**src/rtl/alu_operand_stage.sv**
```systemverilog
// rtl/alu_operand_stage.sv - ID/EX operand stage: registers decode fields, forwards operands, detects load-use hazards
module alu_operand_stage #(
   parameter int XLEN = 32,
   parameter int RAW  = 5
) (
   input  logic            clk,
   input  logic            rst_n,
   input  logic            flush,
   input  logic            stall,
   input  logic            id_valid,
   output logic            id_ready,
   input  logic [RAW-1:0]  id_rs1_addr,
   input  logic [RAW-1:0]  id_rs2_addr,
   input  logic [XLEN-1:0] id_rs1_data,
   input  logic [XLEN-1:0] id_rs2_data,
   input  logic            id_uses_rs2,
   input  logic [XLEN-1:0] id_imm,
   input  logic            id_use_imm,
   input  logic [3:0]      id_alu_control,
   input  logic [RAW-1:0]  id_rd_addr,
   input  logic            id_reg_write,
   input  logic            id_is_load,
   input  logic            exm_reg_write,
   input  logic [RAW-1:0]  exm_rd_addr,
   input  logic [XLEN-1:0] exm_result,
   input  logic            wb_reg_write,
   input  logic [RAW-1:0]  wb_rd_addr,
   input  logic [XLEN-1:0] wb_data,
   output logic            ex_valid,
   output logic [XLEN-1:0] ex_a,
   output logic [XLEN-1:0] ex_b,
   output logic [XLEN-1:0] ex_store_data,
   output logic [3:0]      ex_alu_control,
   output logic [RAW-1:0]  ex_rd_addr,
   output logic            ex_reg_write,
   output logic            ex_is_load,
   output logic            load_use_stall
);

   logic [RAW-1:0]  rs1_addr_q, rs2_addr_q;
   logic [XLEN-1:0] rs1_data_q, rs2_data_q, imm_q;
   logic            use_imm_q;
   logic [XLEN-1:0] fwd_rs1, fwd_rs2;

   // EX/MEM is the younger producer, so it takes priority over MEM/WB.
   function automatic logic [XLEN-1:0] fwd(
      input logic [RAW-1:0]  addr,
      input logic [XLEN-1:0] latched,
      input logic            m_we,
      input logic [RAW-1:0]  m_rd,
      input logic [XLEN-1:0] m_val,
      input logic            w_we,
      input logic [RAW-1:0]  w_rd,
      input logic [XLEN-1:0] w_val
   );
      if (addr == '0)
         return '0;
      else if (m_we && m_rd == addr)
         return m_val;
      else if (w_we && w_rd == addr)
         return w_val;
      else
         return latched;
   endfunction

   always_comb begin
      fwd_rs1 = fwd(rs1_addr_q, rs1_data_q, exm_reg_write, exm_rd_addr, exm_result,
                    wb_reg_write, wb_rd_addr, wb_data);
      fwd_rs2 = fwd(rs2_addr_q, rs2_data_q, exm_reg_write, exm_rd_addr, exm_result,
                    wb_reg_write, wb_rd_addr, wb_data);
   end

   assign ex_a          = fwd_rs1;
   assign ex_store_data = fwd_rs2;
   assign ex_b          = use_imm_q ? imm_q : fwd_rs2;

   assign load_use_stall = id_valid && ex_valid && ex_is_load && (ex_rd_addr != '0) &&
                           ((ex_rd_addr == id_rs1_addr) ||
                            (id_uses_rs2 && ex_rd_addr == id_rs2_addr));
   assign id_ready = !stall && !load_use_stall;

   always_ff @(posedge clk) begin
      if (!rst_n) begin
         ex_valid       <= 1'b0;
         rs1_addr_q     <= '0;
         rs2_addr_q     <= '0;
         rs1_data_q     <= '0;
         rs2_data_q     <= '0;
         imm_q          <= '0;
         use_imm_q      <= 1'b0;
         ex_alu_control <= '0;
         ex_rd_addr     <= '0;
         ex_reg_write   <= 1'b0;
         ex_is_load     <= 1'b0;
      end else if (flush) begin
         ex_valid     <= 1'b0;
         ex_reg_write <= 1'b0;
         ex_is_load   <= 1'b0;
      end else if (stall) begin
         // Refresh operands so a writeback retiring during the stall is not lost.
         rs1_data_q <= fwd_rs1;
         rs2_data_q <= fwd_rs2;
      end else if (load_use_stall || !id_valid) begin
         ex_valid     <= 1'b0;
         ex_reg_write <= 1'b0;
         ex_is_load   <= 1'b0;
      end else begin
         ex_valid       <= 1'b1;
         rs1_addr_q     <= id_rs1_addr;
         rs2_addr_q     <= id_rs2_addr;
         rs1_data_q     <= id_rs1_data;
         rs2_data_q     <= id_rs2_data;
         imm_q          <= id_imm;
         use_imm_q      <= id_use_imm;
         ex_alu_control <= id_alu_control;
         ex_rd_addr     <= id_rd_addr;
         ex_reg_write   <= id_reg_write;
         ex_is_load     <= id_is_load;
      end
   end

endmodule
```
**config.mk**
```make
export PLATFORM = sky130hd
export DESIGN_NAME = alu_operand_stage
export DESIGN_NICKNAME = d
export VERILOG_FILES = /design/src/rtl/alu_operand_stage.sv
export SDC_FILE = /design/constraint.sdc
export NUM_CORES = 1
export LEC_CHECK = 0
export CAP_MARGIN = 30
export CORE_ASPECT_RATIO = 1.25
export CORE_MARGIN = 2
export CORE_UTILIZATION = 30
export CTS_CLUSTER_SIZE = 24
export DETAILED_ROUTE_END_ITERATION = 8
export DONT_BUFFER_PORTS = 1
export GPL_TIMING_DRIVEN = 0
export PLACE_DENSITY = 0.46
export SYNTH_ARGS = -nofsm -noshare
export SYNTH_HDL_FRONTEND = slang
export SYNTH_SLANG_ARGS = --single-unit
```
**constraint.sdc**
```tcl
create_clock -name clk -period 5.68 [get_ports clk]
set_clock_uncertainty 0.2 [all_clocks]
set_input_delay 0 -clock clk [delete_from_list [all_inputs] [get_ports clk]]
set_output_delay 0 -clock clk [all_outputs]
set_load 0.01 [all_outputs]
```
---- Yosys cells after proc, flatten, opt, wreduce, memory -nomap -nowiden ----
Cells that the tools add are included.
storage, ports and cells
  bits of input ports ..................... 200
  register bits ........................... 119
cells by class
  bitwise logic cells ..................... 4
  reduce and logical (&&, ||, !) cells .... 21
  equality and inequality tests ........... 7
  multiplexer cells ....................... 14
operators with widths
  kind                  number
  $mux W32              11
  $eq A5 B5 Y1          6
  $logic_and A1 B1 Y1   10
  $logic_not A5 Y1      2
  $reduce_bool A5 Y1    1
  $not A1 Y1            4
  $logic_not A1 Y1      3
  $mux W1               3
  $reduce_and A3 Y1     1
  $logic_or A1 B1 Y1    2
  $ne A2 B2 Y1 const B  1
  $reduce_and A2 Y1     1
  $reduce_or A2 Y1      1

---- Depth between registers and ports, before layout ----
Gate-level depths: netlist of the first run.
  depth in word-level cells ............... 7
  depth in mapped cells ................... 8
  mapped depth without buffers ............ 6

---- Worst setup path after synthesis of the first run ----
Ideal clock, no wire load.
  kind .................................... register to register
  from .................................... register rs1_addr_q[3]
  to ...................................... register rs1_data_q[0]
  data arrival time ....................... 1807 ps
  stages on the path, launching flop included .. 8
  path slack .............................. 3537 ps
  period minus slack after synthesis ...... 2143 ps
  setup time .............................. 136 ps
  cell sequence ........................... dfxtp_1 -> xor2_1 -> nor4_4 -> nand3b_4 -> buf_6 -> a221oi_2 -> or3_1 -> a31oi_1
on the way
  longest elaborated chain between the ends .. 6
  elaborated cells between the ends (all ways) .. 9
  classes of those cells .................. eq/ne: 2; mux: 4; reduce/logical: 3
RTL lines
  what                    RTL line  source
  start, declared         40        logic [RAW-1:0] rs1_addr_q, rs2_addr_q;
  start signal, assigned  109       rs1_addr_q <= id_rs1_addr;
  $eq A5 B5 Y1            60        else if (w_we && w_rd == addr)
  $logic_and A1 B1 Y1     60
  $mux W32                60
  $mux W32                58        else if (m_we && m_rd == addr)
  $mux W32 *              56        if (addr == '0)
  $mux W32 *              99        end else if (stall) begin
  end signal, assigned    101       rs1_data_q <= fwd_rs1;
  end signal, assigned    111       rs1_data_q <= id_rs1_data;
  end, declared           41        logic [XLEN-1:0] rs1_data_q, rs2_data_q, imm_q;
Mark *: on every way between the ends. The rest lies on a longest branch, timed or not.
A chain may end at the register's enable or synchronous reset.

---- Final worst setup path of the first run ----
  from .................................... register ex_rd_addr[3]
  to ...................................... register rs2_data_q[30]
on the way
  longest elaborated chain between the ends .. 7
  elaborated cells between the ends (all ways) .. 10
  classes of those cells .................. eq/ne: 3; reduce/logical: 7
RTL lines
  what                           RTL line  source
  start, declared                34        output logic [RAW-1:0] ex_rd_addr,
  start signal, assigned         116       ex_rd_addr <= id_rd_addr;
  $eq A5 B5 Y1                   79        (id_uses_rs2 && ex_rd_addr == id_rs2_addr));
  $logic_and A1 B1 Y1            79
  $logic_or A1 B1 Y1             78        ((ex_rd_addr == id_rs1_addr) ||
  $logic_and A1 B1 Y1 *          77        assign load_use_stall = id_valid && ex_valid && ex_is_load && (ex_rd_addr != '0) &&
  $logic_or A1 B1 Y1 *           103       end else if (load_use_stall || !id_valid) begin
  $ne A2 B2 Y1 (no line) *       n/a
  $reduce_and A2 Y1 (no line) *  n/a
  end signal, assigned           102       rs2_data_q <= fwd_rs2;
  end signal, assigned           112       rs2_data_q <= id_rs2_data;
  end, declared                  41
Marked as above.

==> results.txt, run 1 <==
----------------------------------------------------
[Power]
  Total power ... 2.52 mW
  Max VDD drop ... 0.000198 V
  Power density normalized to cell area ... around 220 mW/mm^2
  Leak pwr ... 4.45 nW

[Hold path]
  Hold Crit Depth ... 1
  Class of the tightest hold or removal check ... in -> out
  Launch point of the worst hold path ... exm_result[8]
  Hold path endpoint ... ex_store_data[8]

[GRT]
  Global-route usage over all layers ... about a quarter
  Number of antenna violations at the first check in global routing ... 1
  Global-route wire length before repair ... between 50 and 60 mm
  Global route total overflow ... 0
  Largest net degree at the start of global routing ... 17
  Vias in the first global route ... 9126

[Synth]
  Number of distinct standard cells referenced by the synthesized netlist ... between 40 and 50
  Area contributors post-synth ... dfxtp_1 29%, o21ai_0 9.0%, o21bai_1 5.8%
  Fraction of post-synthesis cell area in the top cell type by area ... around 29%
  Commonest cells post-synth ... 149 x o21ai_0, 119 x dfxtp_1, 91 x nand2_1
  Count of flip-flops with a built-in enable after synthesis ... 0
  Instance count of the mapped netlist ... 1039
  Sequential cell area fraction in the yosys report ... roughly 29%
  Average cell area after synthesis ... roughly 7.9 sq um
  Number of nets produced by synthesis ... approximately 1200
  Seq cells post-synth ... 119
  Yosys warning count ... 0
  Predominant post-synthesis flop cell ... dfxtp_1
  Synth async-reset ratio ... 0%
  Cell with the most instances after synthesis ... o21ai_0
  Library cell with the largest summed area after synthesis ... dfxtp_1
  Netlist area before placement ... 0.00825 sq mm

[Layout]
  Non-filler cells, final ... around 1600
  Footprint of the flip-flops and latches ... 0.00238 sq mm
  Summed area of non-filler cells in the final layout ... 0.0112 sq mm
  Growth of design area from synthesis to finish ... 36.2%
  Fill cell instance count of the final layout ... 2806
  Footprint of the multi-input gates ... 0.00505 sq mm
  Net count reported at finish ... 1457
  Fraction of layout instances using a drive strength above 1 ... 12.9%

[Setup path]
  Crit path kind ... reg -> reg
  Startpoint of the worst-slack reg-to-reg timing path ... ex_rd_addr[3]
  Worst R2R Path Depth ... 9
  Peak per-stage delay on the critical path ... 0.57 ns
  Worst reg2reg path endpoint ... rs2_data_q[30]
  Nature of the critical path startpoint ... register
  Worst Setup End Kind ... register
  Worst path buffer plus inverter count ... 3
  CP arrival ... between 3 and 4 ns
  Required arrival time at the worst endpoint ... roughly 5.9 ns
  Cell class contributing the biggest share of worst-path delay ... buffers and inverters
  List of cells traversed by the critical path ... xor2_1, nor4_1, a32oi_1, o21ai_2, clkbuf_1, o21bai_1, dlygate4sd3_1, a31oi_1, dlygate4sd3_1
  Crit Path Max Fanout ... 10
  Worst path slowest cell ... dlygate4sd3_1
  Worst-case register-to-register setup slack ... 2.16 ns
  Crit-path most repeated cell ... dlygate4sd3_1

[Timing]
  Minimum clock period ... 3.52 ns
  Upper clock frequency limit ... 0.284 GHz
  Pins over their slew limit ... 0
  Final count of hold timing violations ... 0
  Post-route setup slack ... 2.16 ns
  Setup tns final ... 0 ns
  Setup repair after global routing missed its margin ... no
  Slew @ Worst Pin ... 0.723 ns
  Part of the cycle the worst path needs ... between 60% and 70%
  Relative slew margins ... 51.6%
  Final setup violation count ... 0

[Clocking]
  Clk Latency, worst-skew pair ... 0.44 ns
  Cts bufs inserted ... 17
  Buffer levels on the longest clock path ... 2
  CTS sink count ... roughly 120
  Register clock-pin slew on the reported worst setup and hold paths ... around 0.060 ns
  Count of instances resized after the clock tree is built ... 0
  Clock Root Buffer ... clkbuf_16
  H-tree lvl count ... 4
  TritonCTS clock tree ... yes

[Placed design]
  Placed cell areas ... 0.00868 sq mm
  Placed cell count ... roughly 1400
  Last weighted congestion value of the routability-driven placer ... 0.844
  Worst-case setup slack after placement ... about 2.8 ns
  Port Buffers ... 0
  Detail Placement HPWL ... between 20 and 30 mm

[Route]
  First DRT Iteration DRCs ... around 500
  Number of vias after detailed routing ... 9007
  Routed via count divided by cell count ... 5.57
  Per-cell routed wire length ... ~23 microns
  Final wirelength ... 37.6 mm
  Drc violations ... 0
  ANT nets after route ... 0
  Initial DRT Pass Iterations ... 5

[Die]
  Height of the chip ... 189 microns
  Area of the placeable core ... around 0.027 sq mm
  Core Rows ... 67
  IO Count ... 310
  Width of the die ... 152 microns
  Die area ... 0.0288 sq mm
  Effective utilization at floorplan ... 30.6%

[Run]
  Max-cap check violation count ... 0

[Run status]
  Run status ... finished, final reports clean

----------------------------------------------------
==> worst max path at each step <==
stage                             start             end  slack [ns]  cells after the start
after floorplan           rs1_addr_q[3]   rs1_data_q[0]        3.54                      7
after global placement    ex_rd_addr[4]       imm_q[27]        2.86                      7
after detailed placement  ex_rd_addr[3]       imm_q[25]        2.82                      7
after CTS                 ex_rd_addr[3]  rs2_data_q[23]        2.16                      9
after global routing      ex_rd_addr[3]  rs2_data_q[24]        1.90                      9
final                     ex_rd_addr[3]  rs2_data_q[30]        2.16                      9
==> metal layers <==
metal  GRT usage [%]  part of all wire [%]  wire length (microns)  up-vias
met5               0                     0                      0        -
met2            42.7                    48                  18100      401
li1                -                     -                      -     4266
met4            9.53                   3.3                   1260        0
met1            30.9                    41                  15300     4270
met3            6.20                   7.9                   2990       70
==> cell usage in the layout, fill, tap and decap left out, types with 12 or more instances in the layout <==
cell           count
dlygate4sd3_1    202
o21ai_0          149
dfxtp_1          119
nand2_1           91
nor2_1            73
clkbuf_1          64
o21bai_1          64
a31oi_1           64
nand3_1           53
o211ai_1          48
nor3_1            34
inv_1             33
o211a_1           32
mux2_2            32
or3_1             32
a221oi_2          30
buf_2             20
xor2_1            18
o211ai_2          18
clkbuf_16         17
xnor2_1           12
clkbuf_8          12
==> state kept, by name (all words and copies together) (netlist names), 4 cells and up <==
| register | cells |
|---|---|
| ex_alu_control | 4 |
| imm_q | 32 |
| rs2_addr_q | 5 |
| rs1_data_q | 32 |
| rs2_data_q | 32 |
| ex_rd_addr | 5 |
| rs1_addr_q | 5 |
==> metrics by stage <==
| step | util (%) | hold slack (ns) |
|---|---|---|
| after global routing | 41.7 | 0.00762 |
| after floorplan | - | -0.0601 |
| after detailed placement | 32.2 | -0.0520 |
| final | 41.7 | 0.00133 |
| after global placement | 32.2 | -0.0569 |
| after CTS | 41.7 | 0.00346 |
==> area by class of cell <==
cell class	count	area share, %
repair buffers	199	17.7
clock inverters	14	1.14
flip-flops and latches	119	21.2
plain buffers	115	6.17
inverters	33	1.10
well taps	345	3.84
multi-input cells	772	44.9
diodes	1	0.0223
clock buffers	18	3.82
==> power breakdown <==
part	total [mW]	internal, mW	switching, mW
Combinational	0.546	0.248	0.298
Sequential	0.911	0.880	0.0309
Clock	1.06	0.604	0.457
==> worst reg2reg max path, delay by kind of cell, from the launching register on <==
kind | cells | cell delay (ns)
DFF | 1 | 0.49
and+or+nand+nor | 1 | 0.31
buffers and inverters | 3 | 1.54
AOI/OAI and AO/OA | 4 | 0.80
xor gates and xnor gates | 1 | 0.12
==> what timing repair did <==
| action | CTS | global route |
|---|---|---|
| hold buffers | 199 | 0 |
| hold endpoints to repair | 120 | 0 |
| buffers inserted | 0 | 0 |
==> kinds of logic after synthesis <==
kind of cell / share of synthesized area [%]
compound gates: 36.9
xor+xnor: 3.19
buf+inv: 9.91
flops: 28.9
mux: 4.37
simple gates: 16.7
(Power assumes the default switching activity.)
==> inputs of run 2 (changes only) <==
==> constraint.sdc (replaced) <==
create_clock -name clk -period 3.5 [get_ports clk]
set_clock_uncertainty 0.2 [all_clocks]
set_input_delay 0 -clock clk [delete_from_list [all_inputs] [get_ports clk]]
set_output_delay 0 -clock clk [all_outputs]
set_load 0.01 [all_outputs]
==> run 2 against run 1 <==
  * The flow now finishes with violations (hold timing)
  * Fmax up 5.0%
  * Combinational power up 63%
  * Via count up 0.20%
  * Sequential power up 62%
  * Hold slack worse by 0.0067 ns
  * Final area up 0.51%
  * Critical endpoint is now ex_reg_write
  * Highest routed layer unchanged
==> results.txt, run 2 (synthesis gave the netlist of run 1 again) <==
----------------------------------------------------
[Setup path]
  Worst Setup End Kind ... register
  CP arrival ... 3.53 ns (-0.17 ns)
  Crit path kind ... reg -> reg
  Nature of the critical path startpoint ... register
  Crit Path Max Fanout ... 5 (-5)
  Required arrival time at the worst endpoint ... 3.68 ns (-2.18 ns)

[Die]
  Die area ... 0.0288 sq mm (unchanged)
  IO Count ... 310 (unchanged)
  Width of the die ... 152 microns (unchanged)
  Height of the chip ... 189 microns (unchanged)
  Effective utilization at floorplan ... 30.6% (unchanged)
  Core Rows ... 67 (unchanged)
  Area of the placeable core ... 0.0269 sq mm (unchanged)

[Layout]
  Fraction of layout instances using a drive strength above 1 ... 12.9% (+0.028 points)
  Fill cell instance count of the final layout ... 2800 (-0.21%)
  Net count reported at finish ... 1462 (+0.34%)
  Biggest regs ... imm_q: 32 flops, rs1_data_q: 32 flops, rs2_data_q: 32 flops
  Commonest cells after routing, fill and taps aside ... 207 x dlygate4sd3_1, 149 x o21ai_0, 119 x dfxtp_1
  Utilization of the core after routing ... 41.9% (+0.21 points)
  Non-filler cells, final ... 1621 (+0.31%)
  Growth of design area from synthesis to finish ... 36.9%
  Most common cell after layout, fill and taps aside ... dlygate4sd3_1

[Timing]
  Relative slew margins ... 52.1% (+0.43 points)
  Setup repair after global routing missed its margin ... no
  Setup tns final ... 0 ns (unchanged)
  Part of the cycle the worst path needs ... 95.7% (+34 points)
  Fin Hold WS ... -0.00537 ns (-0.00669 ns)
  Upper clock frequency limit ... 0.298 GHz (+5.0%)
  Final count of hold timing violations ... 1 (+1)
  Final setup violation count ... 0 (unchanged)
  Minimum clock period ... 3.35 ns (-0.169 ns)
  Pins over their slew limit ... 0 (unchanged)
  Slew @ Worst Pin ... 0.714 ns (-0.00938 ns)

[Placed design]
  Placed cell count ... 1384 (unchanged)
  Last weighted congestion value of the routability-driven placer ... 0.844 (unchanged)
  Detail Placement HPWL ... 29.3 mm (unchanged)
  Port Buffers ... 0 (unchanged)

[Clocking]
  Clk Latency, worst-skew pair ... 0.44 ns (about the same)
  Cts bufs inserted ... 17 (unchanged)
  Buffer levels on the longest clock path ... 2 (unchanged)
  Clock Root Buffer ... clkbuf_16
  Number of setup buffers added after CTS ... 0 (unchanged)
  TritonCTS clock tree ... yes
  H-tree lvl count ... 4 (unchanged)
  Register clock-pin slew on the reported worst setup and hold paths ... 0.06 ns (about the same)
  CTS sink count ... 119 (unchanged)

[Power]
  Total power ... 4.09 mW (+62%)
  Power density normalized to cell area ... 362 mW/mm^2 (+62%)
  Leak pwr ... 4.45 nW (about the same)
  Max VDD drop ... 0.000322 V (+62%)

[Route]
  Routed via count divided by cell count ... 5.57 (-0.11%)
  Per-cell routed wire length ... 23.3 microns (+0.19%)
  Number of vias after detailed routing ... 9025 (+0.20%)
  Initial DRT Pass Iterations ... 5 (unchanged)
  Final wirelength ... 37.8 mm (+0.50%)
  ANT nets after route ... 0 (unchanged)
  First DRT Iteration DRCs ... 465 (-8.1%)
  Drc violations ... 0 (unchanged)

[Run status]
  Run status ... finished, violations left
  Violated checks ... hold timing

[Hold path]
  Class of the tightest hold or removal check ... in -> reg

[GRT]
  Global-route wire length before repair ... 56.2 mm (+0.34%)
  Global-route usage over all layers ... 25.3% (+0.063 points)
  Largest net degree at the start of global routing ... 17 (unchanged)
  Global route total overflow ... 0 (unchanged)
  Vias in the first global route ... 9157 (+0.34%)
  Number of antenna violations at the first check in global routing ... 1 (unchanged)

[Run]
  Max-cap check violation count ... 0 (unchanged)

----------------------------------------------------
run 2: changes by cell type in the layout (fill, tap and decap cells not counted), sizes merged:
cell         previous run  this run
dlygate4sd3           202       207
run 2: path summary, 6_finish.rpt:
path	slack [ns]	startpoint	cells past startpoint	end
worst min register to register	0.27	imm_q[0]	2	imm_q[0]
worst max-delay path	0.15	ex_rd_addr[0]	7	ex_reg_write
worst min-delay path	-0.005	id_valid	4	use_imm_q
worst max register to register	0.15	ex_rd_addr[0]	7	ex_reg_write
run 2: what timing repair did:
action | 4_1_cts | 5_1_grt
resized for setup | 0 | 1
hold buffers | 204 | 0
setup endpoints to repair | 0 | 2
endpoints found under the hold margin | 120 | 0
run 2: layout make-up:
| class | count | area [sq um] | area share, % |
|---|---|---|---|
| multi-input combinational | 772 | 5050 | 44.8 |
| tap | 345 | 432 | 3.82 |
| timing repair buffer | 204 | 2040 | 18.1 |
| inverter | 33 | 124 | 1.10 |
| clock inverter | 14 | 128 | 1.13 |
| buffer | 115 | 693 | 6.14 |
| antenna | 1 | 2.50 | 0.0222 |
| clock buffer | 18 | 429 | 3.80 |
| sequential | 119 | 2380 | 21.1 |
run 2: routing by layer:
| metal | up-vias | routed length (microns) | track usage, % |
|---|---|---|---|
| met4 | 0 | 1110 | 8.73 |
| met1 | 4325 | 15500 | 30.8 |
| met2 | 357 | 18400 | 43.4 |
| li1 | 4277 | - | - |
| met5 | - | 0 | 0 |
| met3 | 66 | 2790 | 6.34 |
run 2: critical path, stage by stage, from the launching register on:
cell and delay (ns):
dfxtp_1 0.40, or4_1 0.58, o211ai_2 0.28, o21ai_2 0.12
or3b_2 0.46, dlygate4sd3_1 0.56, a21oi_1 0.13, dlygate4sd3_1 0.56
run 2: power by group:
group | leakage [nW] | total (mW) | switching (mW) | internal (mW)
sequential | 0.976 | 1.48 | 0.0505 | 1.43
clock | 0.263 | 1.72 | 0.744 | 0.980
combinational | 3.21 | 0.889 | 0.485 | 0.404
total | 4.45 | 4.09 | 1.28 | 2.81
run 2: stage by stage:
stage                     setup slack (ns)  cell area [sq um]
final                                0.150              11300
after global routing                0.0108              11300
after CTS                            0.132              11300
after detailed placement             0.638               8680
after global placement               0.681               8680
after floorplan                       1.36               8250
==> inputs of run 3 (changes only) <==
--- a/config.mk
+++ b/config.mk
@@ -14,6 +14,7 @@
 export DONT_BUFFER_PORTS = 1
 export GPL_TIMING_DRIVEN = 0
 export PLACE_DENSITY = 0.46
+export RECOVER_POWER = 100
 export SYNTH_ARGS = -nofsm -noshare
 export SYNTH_HDL_FRONTEND = slang
 export SYNTH_SLANG_ARGS = --single-unit
==> run 3 against run 2 <==
  * Fmax about the same
  * Clock power about the same
  * The run still ends with hold timing left
  * Sequential share of layout area increased by 0.42 points
  * First-iteration DRC count decreased by 8.2%
  * Utilization decreased by 0.81 points
  * Total power decreased by 0.53%
  * Flip-flop and latch count unchanged
  * Global-route usage unchanged
  * Sequential power about the same
  * Setup slack improved by 0.0025 ns
  * Non-clock buffer count unchanged
  * Combinational power decreased by 2.8%
==> results.txt, run 3 (synthesis gave the netlist of run 1 again) <==
----------------------------------------------------
[Die]
  Die area ... 0.0288 sq mm (unchanged)
  Area of the placeable core ... 0.0269 sq mm (unchanged)
  Width of the die ... 152 microns (unchanged)
  Core Rows ... 67 (unchanged)
  Height of the chip ... 189 microns (unchanged)
  IO Count ... 310 (unchanged)
  Effective utilization at floorplan ... 30.6% (unchanged)

[Clocking]
  Buffer levels on the longest clock path ... 2 (unchanged)
  TritonCTS clock tree ... yes
  Clk Latency, worst-skew pair ... 0.44 ns (about the same)
  Cts bufs inserted ... 17 (unchanged)
  CTS sink count ... 119 (unchanged)
  Register clock-pin slew on the reported worst setup and hold paths ... 0.06 ns (about the same)
  H-tree lvl count ... 4 (unchanged)
  Clock Root Buffer ... clkbuf_16

[Timing]
  Final count of hold timing violations ... 1 (unchanged)
  Fin Hold WS ... -0.00177 ns (+0.00360 ns)
  Upper clock frequency limit ... 0.299 GHz (about the same)
  Part of the cycle the worst path needs ... 95.7% (about the same)
  Minimum clock period ... 3.35 ns (-0.00251 ns)
  Pins over their slew limit ... 0 (unchanged)
  Slew @ Worst Pin ... 0.693 ns (-0.0204 ns)
  Relative slew margins ... 53.4% (+1.4 points)
  Setup repair after global routing missed its margin ... no
  Final setup violation count ... 0 (unchanged)
  Setup tns final ... 0 ns (unchanged)

[Route]
  ANT nets after route ... 0 (unchanged)
  Final wirelength ... 38.0 mm (+0.45%)
  Per-cell routed wire length ... 23.4 microns (+0.45%)
  Routed via count divided by cell count ... 5.57 (about the same)
  Drc violations ... 0 (unchanged)
  Initial DRT Pass Iterations ... 5 (unchanged)
  Number of vias after detailed routing ... 9023 (-0.022%)
  First DRT Iteration DRCs ... 427 (-8.2%)

[Power]
  Leak pwr ... 4.37 nW (-1.9%)
  Power density normalized to cell area ... 368 mW/mm^2 (+1.4%)
  Max VDD drop ... 0.000323 V (+0.39%)

[Setup path]
  Worst Setup End Kind ... register
  CP arrival ... 3.46 ns (-0.07 ns)
  Crit Path Max Fanout ... 10 (+5)
  Critical Path Start ... rs1_addr_q[3]
  Nature of the critical path startpoint ... register
  Crit path kind ... reg -> reg
  Required arrival time at the worst endpoint ... 3.62 ns (-0.06 ns)
  Startpoint of the worst-slack reg-to-reg timing path ... rs1_addr_q[3]
  Worst R2R Path Depth ... 8 (+1)

[Placed design]
  Detail Placement HPWL ... 29.3 mm (unchanged)
  Last weighted congestion value of the routability-driven placer ... 0.844 (unchanged)
  Placed cell count ... 1384 (unchanged)
  Port Buffers ... 0 (unchanged)

[GRT]
  Global-route usage over all layers ... 25.3% (unchanged)
  Number of antenna violations at the first check in global routing ... 1 (unchanged)
  Global-route wire length before repair ... 56.2 mm (unchanged)
  Vias in the first global route ... 9157 (unchanged)
  Global route total overflow ... 0 (unchanged)
  Largest net degree at the start of global routing ... 17 (unchanged)

[Layout]
  Fill cell instance count of the final layout ... 2834 (+1.2%)
  Commonest cells after routing, fill and taps aside ... 207 x dlygate4sd3_1, 149 x o21ai_0, 119 x dfxtp_1
  Utilization of the core after routing ... 41.1% (-0.81 points)
  Non-filler cells, final ... 1621 (unchanged)
  Growth of design area from synthesis to finish ... 34.2%
  Net count reported at finish ... 1462 (unchanged)
  Biggest regs ... imm_q: 32 flops, rs1_data_q: 32 flops, rs2_data_q: 32 flops
  Most common cell after layout, fill and taps aside ... dlygate4sd3_1
  Fraction of layout instances using a drive strength above 1 ... 7.45% (-5.5 points)

[Run status]
  Run status ... finished, violations left
  Violated checks ... hold timing

[Hold path]
  Launch point of the worst hold path ... exm_result[8]
  Hold Crit Depth ... 1 (-3)
  Class of the tightest hold or removal check ... in -> out

[Run]
  Max-cap check violation count ... 0 (unchanged)

----------------------------------------------------
-- run 3: routing by layer --
layer | wire length [microns] | GRT usage (%)
met4 | 1170 | 8.73
met5 | 0 | 0
met3 | 2600 | 6.34
met1 | 16000 | 30.8
met2 | 18300 | 43.4
-- run 3: cell type report --
type	instances	area, sq um	share of cell area, %
diodes	1	2.50	0.0226
plain buffers	115	652	5.89
clock buffers	18	429	3.88
clock inverters	14	128	1.15
inverters	33	124	1.12
multi-input cells	772	4880	44.1
flip-flops and latches	119	2380	21.5
well taps	345	432	3.90
repair buffers	204	2040	18.4
-- run 3: per-stage QoR --
| step | power, mW | setup slack [ns] | cell area [sq um] |
|---|---|---|---|
| final | 4.07 | 0.152 | 11100 |
| after global routing | 4.23 | 0.0244 | 11100 |
| after CTS | 4.12 | 0.132 | 11300 |
| after detailed placement | 2.19 | 0.638 | 8680 |
| after global placement | 2.19 | 0.681 | 8680 |
| after floorplan | 2.00 | 1.36 | 8250 |
-- run 3: worst max-delay path: stages (launching register included) --
cell	delay [ns]
dfxtp_1	0.46
xor2_1	0.14
nor4_4	0.67
nand3b_4	0.23
clkbuf_2	0.29
a221oi_1	0.40
or3_1	0.17
a31oi_1	0.07
dlygate4sd3_1	0.58
-- run 3: power breakdown --
group	internal, mW	switching (mW)	total, mW
registers	1.43	0.0489	1.48
logic	0.386	0.478	0.864
clock network	0.980	0.748	1.73
-- run 3: repair_timing --
action                     in CTS  in global routing
hold buffers                  204                  0
hold endpoints to repair      120                  0
resized for setup               0                  1
setup endpoints to repair       0                  2
buffers inserted                0                  0
-- run 3: path summary, 6_finish.rpt --
| path | endpoint | slack, ns |
|---|---|---|
| setup / recovery | rs1_data_q[6] | 0.15 |
| hold / removal | ex_store_data[8] | -0.002 |
| setup reg to reg | rs1_data_q[6] | 0.15 |
| hold reg to reg | imm_q[0] | 0.27 |
